===== config.mk =====
export PLATFORM = sky130hd
export DESIGN_NAME = pe_window_sequencer
export DESIGN_NICKNAME = d
export VERILOG_FILES = /design/src/rtl/pe_window_sequencer.sv
export SDC_FILE = /design/constraint.sdc
export NUM_CORES = 1
export LEC_CHECK = 0
export ABC_AREA = 1
export CORE_MARGIN = 1.5
export CORE_UTILIZATION = 35
export CTS_BUF_LIST = sky130_fd_sc_hd__clkbuf_8
export DETAILED_ROUTE_END_ITERATION = 10
export SLEW_MARGIN = 10
export SYNTH_ARGS = -nofsm -noshare
export SYNTH_HDL_FRONTEND = slang
export SYNTH_SLANG_ARGS = --single-unit

===== constraint.sdc =====
create_clock -name CLK -period 2.3 [get_ports CLK]
set_input_delay 0.69 -clock CLK [delete_from_list [all_inputs] [get_ports CLK]]
set_output_delay 0.69 -clock CLK [all_outputs]
set_load 0.005 [all_outputs]

===== src/rtl/pe_window_sequencer.sv =====
// pe_window_sequencer: per-PE command sequencer for the local-store controller.
// On start it loads the kernel/neuron row/column offsets (four SET commands).
// It then sweeps a kRows x kCols window `passes` times back to back, raising
// MAC strobes, and ends with a one-cycle FIN that pulses done/accValid.
// Every output is registered from the state being entered, so a command is
// stable for the whole cycle and in place for the store's falling-edge action.
// Optional feature macro: LSC_LOAD_MODE_EN. It adds the loadMode input and the
// loadStrobe output, which turn the sweep into a kernel-store load.
module pe_window_sequencer #(
    parameter int depth = 2,
    parameter int KW    = 4,
    parameter int PW    = 8
) (
    input  logic             CLK,
    input  logic             RST_N,
    input  logic             start,
    input  logic             stall,
    input  logic [KW-1:0]    kRows,
    input  logic [KW-1:0]    kCols,
    input  logic [PW-1:0]    passes,
    input  logic [depth-1:0] kRowOfst,
    input  logic [depth-1:0] kColOfst,
    input  logic [depth-1:0] nRowOfst,
    input  logic [depth-1:0] nColOfst,
`ifdef LSC_LOAD_MODE_EN
    input  logic             loadMode,
    output logic             loadStrobe,
`endif
    output logic [7:0]       controlSignal,
    output logic [depth-1:0] initSettings,
    output logic             macEn,
    output logic             accClear,
    output logic             accValid,
    output logic             busy,
    output logic             done
);

    // Command words: {kernelCtrl, kernelWrite, neuronCtrl, neuronWrite}.
    localparam logic [7:0] CMD_INIT      = 8'h00;
    localparam logic [7:0] CMD_HOLD      = 8'h22;
    localparam logic [7:0] CMD_INCR      = 8'h44;
    localparam logic [7:0] CMD_JUMP      = 8'h66;
    localparam logic [7:0] CMD_SET_K_ROW = 8'h88;
    localparam logic [7:0] CMD_SET_K_COL = 8'hAA;
    localparam logic [7:0] CMD_SET_N_ROW = 8'hCC;
    localparam logic [7:0] CMD_SET_N_COL = 8'hEE;
    localparam logic [7:0] KWRITE_BIT    = 8'h10;

    localparam logic [KW-1:0] K_ONE = {{(KW-1){1'b0}}, 1'b1};
    localparam logic [PW-1:0] P_ONE = {{(PW-1){1'b0}}, 1'b1};

    typedef enum logic [2:0] {
        IDLE,
        CFG_KR,
        CFG_KC,
        CFG_NR,
        CFG_NC,
        SWEEP,
        FIN
    } state_t;

    state_t           r_state, w_state_nxt;

    // Run configuration captured at start.
    logic [KW-1:0]    r_k_rows, r_k_cols;
    logic [PW-1:0]    r_passes;
    logic [depth-1:0] r_k_col_ofst, r_n_row_ofst, r_n_col_ofst;
    logic             r_load;

    // Position of the element currently presented during SWEEP.
    logic [KW-1:0]    r_col, r_row, w_col_nxt, w_row_nxt;
    logic [PW-1:0]    r_pass, w_pass_nxt;

    // Registered outputs and their next values.
    logic [7:0]       r_ctrl, w_ctrl_nxt;
    logic [depth-1:0] r_init, w_init_nxt;
    logic             r_mac, r_clear, r_valid, r_busy, r_done;
    logic             w_clear_nxt, w_valid_nxt, w_busy_nxt, w_done_nxt;
    logic             w_sweep_nxt;

    logic             w_load_in;
    logic             w_zero_cfg;
    logic             w_frozen;
    logic             w_col_wrap, w_row_wrap, w_last;

`ifdef LSC_LOAD_MODE_EN
    assign w_load_in = loadMode;
`else
    assign w_load_in = 1'b0;
`endif

    // A zero dimension or pass count skips straight to FIN; a load run always
    // makes exactly one pass, so its pass count cannot be zero.
    assign w_zero_cfg = (kRows == '0) || (kCols == '0) ||
                        ((passes == '0) && !w_load_in);

    // Stall only freezes the configuration and sweep phases.
    assign w_frozen = stall && (r_state inside {CFG_KR, CFG_KC, CFG_NR, CFG_NC, SWEEP});

    assign w_col_wrap = (r_col == r_k_cols - K_ONE);
    assign w_row_wrap = (r_row == r_k_rows - K_ONE);
    assign w_last     = w_col_wrap && w_row_wrap && (r_pass == r_passes - P_ONE);

    // INIT at the window origin, JUMP at the start of each later row, INCR
    // otherwise; a load run walks the store linearly and sets kernelWrite.
    function automatic logic [7:0] sweep_cmd(input logic [KW-1:0] col,
                                             input logic [KW-1:0] row,
                                             input logic          load);
        logic [7:0] cmd;
        if ((col == '0) && (row == '0))
            cmd = CMD_INIT;
        else if ((col == '0) && !load)
            cmd = CMD_JUMP;
        else
            cmd = CMD_INCR;
        return load ? (cmd | KWRITE_BIT) : cmd;
    endfunction

    // Next state, next counters and the outputs for the state being entered.
    always_comb begin
        // NOTE: every variable gets a default first so no path leaves one unassigned (no latches).
        w_state_nxt = r_state;
        w_col_nxt   = r_col;
        w_row_nxt   = r_row;
        w_pass_nxt  = r_pass;
        w_ctrl_nxt  = CMD_HOLD;
        w_init_nxt  = '0;
        w_sweep_nxt = 1'b0;
        w_clear_nxt = 1'b0;
        w_valid_nxt = 1'b0;
        w_busy_nxt  = 1'b0;
        w_done_nxt  = 1'b0;

        if (w_frozen) begin
            w_busy_nxt = 1'b1;
        end else begin
            unique case (r_state)
                IDLE: begin
                    if (start) begin
                        w_busy_nxt = 1'b1;
                        if (w_zero_cfg) begin
                            w_state_nxt = FIN;
                            w_done_nxt  = 1'b1;
                        end else begin
                            w_state_nxt = CFG_KR;
                            w_ctrl_nxt  = CMD_SET_K_ROW;
                            w_init_nxt  = kRowOfst;
                        end
                    end
                end
                CFG_KR: begin
                    w_state_nxt = CFG_KC;
                    w_ctrl_nxt  = CMD_SET_K_COL;
                    w_init_nxt  = r_k_col_ofst;
                    w_busy_nxt  = 1'b1;
                end
                CFG_KC: begin
                    w_state_nxt = CFG_NR;
                    w_ctrl_nxt  = CMD_SET_N_ROW;
                    w_init_nxt  = r_n_row_ofst;
                    w_busy_nxt  = 1'b1;
                end
                CFG_NR: begin
                    w_state_nxt = CFG_NC;
                    w_ctrl_nxt  = CMD_SET_N_COL;
                    w_init_nxt  = r_n_col_ofst;
                    w_busy_nxt  = 1'b1;
                end
                CFG_NC: begin
                    w_state_nxt = SWEEP;
                    w_col_nxt   = '0;
                    w_row_nxt   = '0;
                    w_pass_nxt  = '0;
                    w_ctrl_nxt  = sweep_cmd('0, '0, r_load);
                    w_sweep_nxt = 1'b1;
                    w_clear_nxt = !r_load;
                    w_busy_nxt  = 1'b1;
                end
                SWEEP: begin
                    w_busy_nxt = 1'b1;
                    if (w_last) begin
                        w_state_nxt = FIN;
                        w_done_nxt  = 1'b1;
                        w_valid_nxt = !r_load;
                    end else begin
                        w_col_nxt = w_col_wrap ? '0 : r_col + K_ONE;
                        if (w_col_wrap)
                            w_row_nxt = w_row_wrap ? '0 : r_row + K_ONE;
                        if (w_col_wrap && w_row_wrap)
                            w_pass_nxt = r_pass + P_ONE;
                        w_ctrl_nxt  = sweep_cmd(w_col_nxt, w_row_nxt, r_load);
                        w_sweep_nxt = 1'b1;
                    end
                end
                FIN: begin
                    w_state_nxt = IDLE;
                end
                default: begin
                    w_state_nxt = IDLE;
                end
            endcase
        end
    end

    // State, counters and registered outputs.
    always_ff @(posedge CLK or negedge RST_N) begin
        if (!RST_N) begin
            r_state <= IDLE;
            r_col   <= '0;
            r_row   <= '0;
            r_pass  <= '0;
            r_ctrl  <= CMD_HOLD;
            r_init  <= '0;
            r_mac   <= 1'b0;
            r_clear <= 1'b0;
            r_valid <= 1'b0;
            r_busy  <= 1'b0;
            r_done  <= 1'b0;
        end else begin
            // NOTE: sequential state uses non-blocking assignments so all registers update together.
            r_state <= w_state_nxt;
            r_col   <= w_col_nxt;
            r_row   <= w_row_nxt;
            r_pass  <= w_pass_nxt;
            r_ctrl  <= w_ctrl_nxt;
            r_init  <= w_init_nxt;
            r_mac   <= w_sweep_nxt && !r_load;
            r_clear <= w_clear_nxt;
            r_valid <= w_valid_nxt;
            r_busy  <= w_busy_nxt;
            r_done  <= w_done_nxt;
        end
    end

    // Capture the run configuration when a start is accepted.
    always_ff @(posedge CLK or negedge RST_N) begin
        if (!RST_N) begin
            r_k_rows     <= '0;
            r_k_cols     <= '0;
            r_passes     <= '0;
            r_k_col_ofst <= '0;
            r_n_row_ofst <= '0;
            r_n_col_ofst <= '0;
            r_load       <= 1'b0;
        end else if ((r_state == IDLE) && start) begin
            r_k_rows     <= kRows;
            r_k_cols     <= kCols;
            r_passes     <= w_load_in ? P_ONE : passes;
            r_k_col_ofst <= kColOfst;
            r_n_row_ofst <= nRowOfst;
            r_n_col_ofst <= nColOfst;
            r_load       <= w_load_in;
        end
    end

`ifdef LSC_LOAD_MODE_EN
    logic r_strobe;

    // Load strobe accompanies every sweep cycle of a load run.
    always_ff @(posedge CLK or negedge RST_N) begin
        if (!RST_N)
            r_strobe <= 1'b0;
        else
            r_strobe <= w_sweep_nxt && r_load;
    end

    assign loadStrobe = r_strobe;
`endif

    assign controlSignal = r_ctrl;
    assign initSettings  = r_init;
    assign macEn         = r_mac;
    assign accClear      = r_clear;
    assign accValid      = r_valid;
    assign busy          = r_busy;
    assign done          = r_done;

endmodule


==> summary.md <==
| Metric | Value |
|---|---|
| Area grow syn2layout | 20.9% |
| IO Count | 43 |
| EDFF count, synth | 0 |
| Clk buf depth | 2 |
| Antenna Cells | 0 |
| Crit path arrival time | 2.33 ns |
| GRT Overall Usage | 0.152 |
| CP required | 2.54 ns |
| Worst slew margin | 0.619 |
| Top FF cell, synth | dfrtp_1 |
| Initial antenna violation count | 0 |
| Startpoint Class | register |
| CTS Buf Count | 5 |
| Vias in the first global route | 2,475 |
| Final setup fails | 0 |
| CP Max Fanout | 8 |
| Worst vdd rail ir drop | 0.399 mV |
| Sequential fraction of the synthesis area | 0.414 |
| Peak Freq | 0.478 GHz |
| Critical path type | register to register |
| Syn_area_per_cell | 7.51 sq um |
| Yosys Warn Count | 0 |
| WL final | 6.69 mm |
| Total gr overflow | 0 |
| Power density cells | 1000 nW/um^2 |
| Reg2reg end | r_pass[2] |
| Residual DRC | 0 |
| TritonRoute pass-1 iters | 4 |
| Hold/Removal Path Class | input pin to async pin |
| Fin nets | 490 |
| WL/cell | 11.8 microns |
| Post-Route Setup TNS | 0 ns |
| Synth unique cells | 37 |
| Fraction of layout cells with a size suffix above 1 | 0.105 |
| Final GP Congestion | 0.808 |
| Post-route design area | 3730 sq um |
| Min Hold Slack | 0.371 ns |
| Total Power | 3.74 mW |
| Synth top area cells | dfrtp_1 (41%), nand2_1 (16%), inv_1 (5.0%), nor2_1 (4.9%), nand3_1 (4.5%) |
| Die ar. | 9390 sq um |
| Worst-path clk slew | 0.10 ns |
| Die H | 96.9 microns |
| Final Hold Fails | 0 |
| Post-CTS setup buffer count | 0 |
| Root buffer cell | clkbuf_8 |
| Final period utilization | 0.909 |
| 1st-iter DRT viols | 125 |
| Final slew viol count | 0 |
| Post-synth ARST share | 1.00 |
| R2R depth | 13 |
| Seq cells post-synth | 51 |
| IO buf count | 40 |
| Row count | 34 |
| Core area | 8640 sq um |
| Vias | 2,679 |
| Die Width | 96.9 microns |
| Synth Cell Area | 3090 sq um |
| Max_cap viols | 0 |
| Number of H-tree levels | 2 |
| LEAKAGE | 1.83 nW |
| Vias per cell | 4.74 |
| Finished Core Util | 0.432 |
| Clk sinks | 51 |
| Final critical-path required period | 2.09 ns |
| Post-synthesis cell count | 411 |
| CTS tree | built |
| RSZ-0062 raised after global routing | false |
| Post-Place Cell Area | 3620 sq um |
| Status | completed |
| First-pass GRT wire length | 11.6 mm |
| Crit end category | register |
| Hold_buf cts | 0 |
| Starting density of the core | 0.357 |
| R2R setup slack | 0.21 ns |
| Yosys top cell area share | 0.406 |
| Final antenna-violating net count | 0 |
| Largest net degree at the start of global routing | 37 |
| Fillers | 888 |
| DP Wirelength | 5.23 mm |
| RR Startpoint | r_k_cols[0] |
| Worst-skew pair later-pin latency | 0.30 ns |
| Worst Max-Slew Pin Slew | 0.572 ns |
| Post-synth top area cell | dfrtp_1 |
| Skew final | 0.00820 ns |
-- cell type report --
class	instances	area, sq um	area share
clock buffer	7	96.3	0.0258
tap	108	135	0.0362
clock inverter	1	7.51	0.00201
multi-input combinational	304	1570	0.421
timing repair buffer	49	475	0.127
sequential	51	1280	0.342
inverter	45	169	0.0453
-- cell usage after synthesis, drive strengths merged (2+ instances only) --
cell type,count
xor2,15
xnor2,6
a31oi,3
buf,8
nand2,139
dfrtp,50
o21ai,25
nor4,2
ha,6
nand3,31
nor3,7
nor2,45
inv,44
a22oi,2
clkbuf,4
nand4,8
a21oi,5
nand3b,4
-- metrics by stage --
step | worst slack, ns | std cells
floorplan | 0.373 | 412
global placement | 0.128 | 557
detailed placement | 0.164 | 557
CTS | 0.185 | 565
global route | 0.0332 | 565
finish | 0.209 | 565
-- where the power goes --
part / leakage (nW) / total (mW) / switching (mW) / internal (mW)
logic: 1.11 / 1.78 / 1.05 / 0.725
registers: 0.660 / 1.38 / 0.206 / 1.18
clock network: 0.0505 / 0.578 / 0.303 / 0.274
-- sequential cells by signal, indices dropped and copies added (netlist names), 3 cells and up --
| register | flops |
|---|---|
| r_state | 3 |
| r_col | 4 |
| controlSignal | 3 |
| r_k_cols | 4 |
| r_passes | 8 |
| r_pass | 8 |
| r_k_rows | 4 |
| r_row | 4 |
-- critical path, cell delays in order, from the launching register on --
cell     delay [ns]
dfrtp_1        0.39
inv_1          0.08
ha_1           0.32
xnor2_1        0.15
nor2_2         0.12
nand2_2        0.10
nor2_8         0.10
nand3_4        0.08
nor2_4         0.15
nand3_4        0.09
nand2_2        0.17
buf_12         0.15
nand2_1        0.04
o21ai_1        0.07
-- worst max path at each step --
stage | from | to | slack [ns]
floorplan | r_k_cols[0] | r_col[3] | 0.37
global placement | passes[1] | controlSignal[3] | 0.13
detailed placement | passes[1] | controlSignal[3] | 0.16
CTS | r_passes[0] | r_col[2] | 0.18
global route | r_k_rows[0] | controlSignal[6] | 0.03
finish | r_k_cols[0] | r_pass[2] | 0.21
-- cell families (layout without fill, tap and decap cells) --
family / Yosys count / count (layout) / synth area share
AO/OA/AOI/OAI: 37 / 37 / 0.0673
XOR/XNOR: 21 / 21 / 0.0596
adder cells (fa/ha/maj): 6 / 6 / 0.0243
buffers and inverters: 57 / 102 / 0.0791
flip-flops: 51 / 51 / 0.414
other: 1 / 2 / 0.00122
AND/OR/NAND/NOR: 238 / 238 / 0.354
-- layout by cell type, fill, tap and decap left out, types with 7 or more instances in the layout --
cell,instances
inv_1,41
clkdlybuf4s50_1,39
xor2_1,15
buf_4,8
o21ai_0,18
nor2_1,39
dfrtp_1,50
nand4_1,8
nand3_1,28
nand2_2,11
nand2_1,128
clkbuf_8,7
-- per-layer routing --
layer  track usage  vias to the layer above  routed length [microns]
met2         0.250                       62                     3190
met4        0.0513                        0                      115
met5             0                        -                        0
li1              -                     1387                        -
met3        0.0296                        8                      278
met1         0.200                     1222                     3110
-- repair_timing --
action                                 in CTS  in global routing
endpoints found under the hold margin       0                  0
setup endpoints to repair                   0                  1
resized for setup                           0                  1
Note: power is estimated with default switching activity, not from simulation.
